### config.mk
export PLATFORM = sky130hd
export DESIGN_NAME = fixed_power
export DESIGN_NICKNAME = d
export VERILOG_FILES = /design/src/rtl/fixed_power.sv
export SDC_FILE = /design/constraint.sdc
export NUM_CORES = 1
export LEC_CHECK = 0
export ABC_CLOCK_PERIOD_IN_PS = 7700
export CORE_MARGIN = 2
export CORE_UTILIZATION = 63
export CTS_CLUSTER_SIZE = 8
export DETAILED_ROUTE_END_ITERATION = 12
export PLACE_DENSITY = 0.9
export SYNTH_ARGS = -nofsm -noshare
export SYNTH_HDL_FRONTEND = slang
export SYNTH_SLANG_ARGS = --single-unit
### constraint.sdc
create_clock -name clk -period 7.7 [get_ports clk]
set_clock_uncertainty 0.05 [all_clocks]
set_input_delay 1.54 -clock clk [delete_from_list [all_inputs] [get_ports clk]]
set_output_delay 1.54 -clock clk [all_outputs]
set_load 0.005 [all_outputs]
### src/rtl/fixed_power.sv
// Iterative Q10.10 exponentiation x^n (n = 0..7): one truncating multiply per cycle,
// saturating to all-ones on overflow. Result is presented for one registered cycle.
module fixed_power #(
    parameter int DATA_W = 20,
    parameter int FRAC_W = 10
) (
    input  logic              clk,
    input  logic              rst_n,      // active-high despite the name
    input  logic              in_valid,
    input  logic [DATA_W-1:0] in_data_1,
    input  logic [2:0]        in_data_2,
    output logic              busy,
    output logic              out_valid,
    output logic [DATA_W-1:0] out_data,
    output logic              out_sat
);

    localparam logic [DATA_W-1:0] ONE = DATA_W'(1) << FRAC_W;

    typedef enum logic [1:0] {IDLE, MUL, OUT} state_e;

    state_e              state_q, state_d;
    logic [DATA_W-1:0]   x_q, x_d;
    logic [2:0]          n_q, n_d;
    logic [DATA_W-1:0]   acc_q, acc_d;
    logic [2:0]          cnt_q, cnt_d;
    logic                sat_q, sat_d;
    logic                out_valid_q, out_valid_d;
    logic [DATA_W-1:0]   out_data_q, out_data_d;
    logic                out_sat_q, out_sat_d;

    logic [2*DATA_W-1:0] prod;
    logic [2*DATA_W-1:0] shifted;
    logic                ovf;
    logic [2:0]          cnt_inc;
    logic                accept;

    assign prod    = {{DATA_W{1'b0}}, acc_q} * {{DATA_W{1'b0}}, x_q};
    assign shifted = prod >> FRAC_W;
    assign ovf     = |shifted[2*DATA_W-1:DATA_W];
    assign cnt_inc = cnt_q + 3'd1;

    // The result cycle still counts as busy, so a new request lands one edge after it.
    assign busy   = (state_q != IDLE) | out_valid_q;
    assign accept = in_valid & ~busy;

    assign out_valid = out_valid_q;
    assign out_data  = out_data_q;
    assign out_sat   = out_sat_q;

    always_ff @(posedge clk or posedge rst_n) begin
        if (rst_n) begin
            state_q     <= IDLE;
            x_q         <= '0;
            n_q         <= '0;
            acc_q       <= '0;
            cnt_q       <= '0;
            sat_q       <= 1'b0;
            out_valid_q <= 1'b0;
            out_data_q  <= '0;
            out_sat_q   <= 1'b0;
        end else begin
            state_q     <= state_d;
            x_q         <= x_d;
            n_q         <= n_d;
            acc_q       <= acc_d;
            cnt_q       <= cnt_d;
            sat_q       <= sat_d;
            out_valid_q <= out_valid_d;
            out_data_q  <= out_data_d;
            out_sat_q   <= out_sat_d;
        end
    end

    always_comb begin
        state_d = state_q;
        unique case (state_q)
            IDLE: if (accept) state_d = (in_data_2 == 3'd0) ? OUT : MUL;
            MUL:  if (ovf || cnt_inc == n_q) state_d = OUT;
            OUT:  state_d = IDLE;
            default: state_d = IDLE;
        endcase
    end

    always_comb begin
        x_d         = x_q;
        n_d         = n_q;
        acc_d       = acc_q;
        cnt_d       = cnt_q;
        sat_d       = sat_q;
        out_valid_d = 1'b0;
        out_data_d  = '0;
        out_sat_d   = 1'b0;
        unique case (state_q)
            IDLE: begin
                if (accept) begin
                    x_d   = in_data_1;
                    n_d   = in_data_2;
                    acc_d = ONE;
                    cnt_d = 3'd0;
                    sat_d = 1'b0;
                end
            end
            MUL: begin
                // Overflow ends the run early; remaining multiplies would only stay saturated.
                if (ovf) begin
                    acc_d = '1;
                    sat_d = 1'b1;
                end else begin
                    acc_d = shifted[DATA_W-1:0];
                    cnt_d = cnt_inc;
                end
            end
            OUT: begin
                out_valid_d = 1'b1;
                out_data_d  = acc_q;
                out_sat_d   = sat_q;
            end
            default: ;
        endcase
    end

endmodule

==> out/metrics.csv <==
metric,value,unit
synth_cells,1809,
arrival,7.68,ns
start_kind,register,
yosysTopAreaCellShare,38.8,%
min_from,n_q[0],
path_max_fanout,9,
netlist_area,16500,sq um
crit_required,7.92,ns
async_flop_share,100,%
antenna_left,0,
core_area,25800,sq um
fmax,134,MHz
track_usage,32.5,%
worst_slew_pin_slew,1.08,ns
fin_crit_sh,96.9,%
hold_path_class,register to register,
grt_pass1_wl,71.2,mm
grt_start_max_net_pins,72,
hold_depth,1,
ff2ff_path_depth,23,
vias,13000,
layout-drive-gt1-share,8.56,%
postRouteWirelength,43.6,mm
hold_viol,0,
fill_cells,1851,
ios,49,
crit_path_end_kind,register,
synth_top_cell_by_area,fa_1,
min_period,7.46,ns
synth_area_leaders,"fa_1 39%, ha_1 11%, dfrtp_1 11%",
dp_hpwl,34.3,mm
rr_startpoint,acc_q[11],
nNetsFinal,2325,
port_buffers,48,
num_rows,59,
critical_path_class,register to register,
synth_cell_types,61,
synth_nets,2303,
wl_per_cell,20.1,um
status,"finished, final reports clean",
ys_seq_area_share,10.8,%
r2r_end,cnt_q[2],
reg2reg_setup_slack,0.24,ns
synth-edff-count,0,
initialDrtViolationCount,1073,
start_util,63.7,%
antenna_found_initial,1,
cts_num_sinks,71,
ys.flop_type,dfrtp_1,
dpl-instance-area,17400,sq um
area_growth,8.51,%
yosys_warnings,0,
insertion_delay,0.35,ns
fp.dieW,166,um
cap_violations,0,
gr-total-overflow,0,
htreeDepth,3,
min_to,n_q[0],
design_area,17900,sq um
ys_seq_elements,71,
fin_setup_tns,0,ns
cts_tree,yes,
n_antenna_cell,0,
relSlewSlack,28.2,%
drc,0,
dpl.cell_count,2140,
path_clk_slew,0.06,ns
gp_congestion,0.988,
via_per_inst,6.00,
clockRootBuffer,clkbuf_16,
slew_violations,0,
finalSetupViolCount,0,
cts.path.max_buffers,2,
synth_most_common_cell,inv_1,
first_pass_iters,5,
numCtsBuffers,9,
design.die.area,27400,sq um
synth_common_cells,"361 x inv_1, 319 x fa_1, 272 x and2_1, 209 x nand2_1, 149 x ha_1",
avgSynthCellArea,9.10,sq um
final_cells,2170,
grt_pass1_vias,14500,
die_y,166,um
through the flow:
stage          setup WS [ns]  util [%]  hold WS [ns]
2_1_floorplan          0.645         -         0.404
3_3_place_gp           0.286      67.2         0.427
3_5_place_dp          0.0867      67.2         0.468
4_1_cts               0.0466      68.3         0.481
5_1_grt              -0.0323      69.1         0.493
6_report               0.238      69.1         0.479
cell families (layout without fill, tap and decap cells):
group,after synthesis,after routing,share of synthesized area [%]
and+or+nand+nor,590,590,18.9
adders and majority gates,468,468,50.1
buffers and inverters,466,492,10.7
AOI/OAI and AO/OA,155,155,5.96
DFF,71,71,10.8
xor gates and xnor gates,32,32,1.70
muxes,27,27,1.83
cell usage in the layout, fill, tap and decap left out, types with 31 or more instances in the layout:
| cell type | n |
|---|---|
| clkdlybuf4s50_1 | 48 |
| nand2_1 | 207 |
| nand3_1 | 31 |
| o21ai_0 | 44 |
| ha_1 | 148 |
| inv_1 | 360 |
| buf_4 | 63 |
| dfrtp_1 | 45 |
| a21oi_1 | 49 |
| and2_1 | 272 |
| fa_1 | 319 |
what timing repair did:
item,4_1_cts,5_1_grt
endpoints found under the setup margin,0,25
resized for setup,0,44
hold endpoints to repair,0,0
hold buffers,0,0
setup buffers,0,15
flip-flops by register name, indices dropped and copies added (netlist names):
signal and count:
acc_q 20, sat_q 1, out_valid 1, state_q 2, x_q 20, cnt_q 3
n_q 3, out_data 20, out_sat 1
how the worst max path moves through the flow:
stage,start,to,slack [ns]
floorplan,acc_q[10],cnt_q[2],0.64
global placement,acc_q[7],cnt_q[2],0.29
detailed placement,x_q[3],cnt_q[2],0.09
CTS,x_q[3],cnt_q[2],0.05
global route,acc_q[11],cnt_q[2],-0.03
finish,acc_q[11],cnt_q[2],0.24
area by class of cell:
| type | instances | area [sq um] | share of cell area [%] |
|---|---|---|---|
| clock inverters | 2 | 13.8 | 0.0771 |
| flip-flops and latches | 71 | 1810 | 10.1 |
| multi-input cells | 1272 | 13000 | 72.6 |
| repair buffers | 116 | 1010 | 5.68 |
| clock buffers | 13 | 280 | 1.57 |
| well taps | 335 | 419 | 2.35 |
| inverters | 361 | 1360 | 7.59 |
routing by layer:
layer	vias to the layer above	track usage (%)	routed length (um)
met5	-	0	0
li1	5521	-	-
met4	0	14.3	1900
met3	179	5.69	4090
met1	6559	40.9	15700
met2	758	55.5	21900
critical path, cell delays in order (launching register included):
cell and delay [ns]:
dfrtp_1 0.50, and2_1 0.25, fa_1 0.55, inv_1 0.07, fa_1 0.52, fa_1 0.53, inv_1 0.06, fa_1 0.56
fa_1 0.44, fa_1 0.50, inv_1 0.09, fa_1 0.49, inv_1 0.04, ha_1 0.38, a21oi_2 0.23, o211ai_1 0.13
a22oi_2 0.24, a2111oi_4 0.09, or3_1 0.35, a221oi_2 0.25, nor4b_4 0.24, nand4_2 0.17, or4b_1 0.55, o211ai_2 0.09
Power is not shown: default switching activity piles up to over one toggle a cycle in this logic, so the estimate is an artifact.
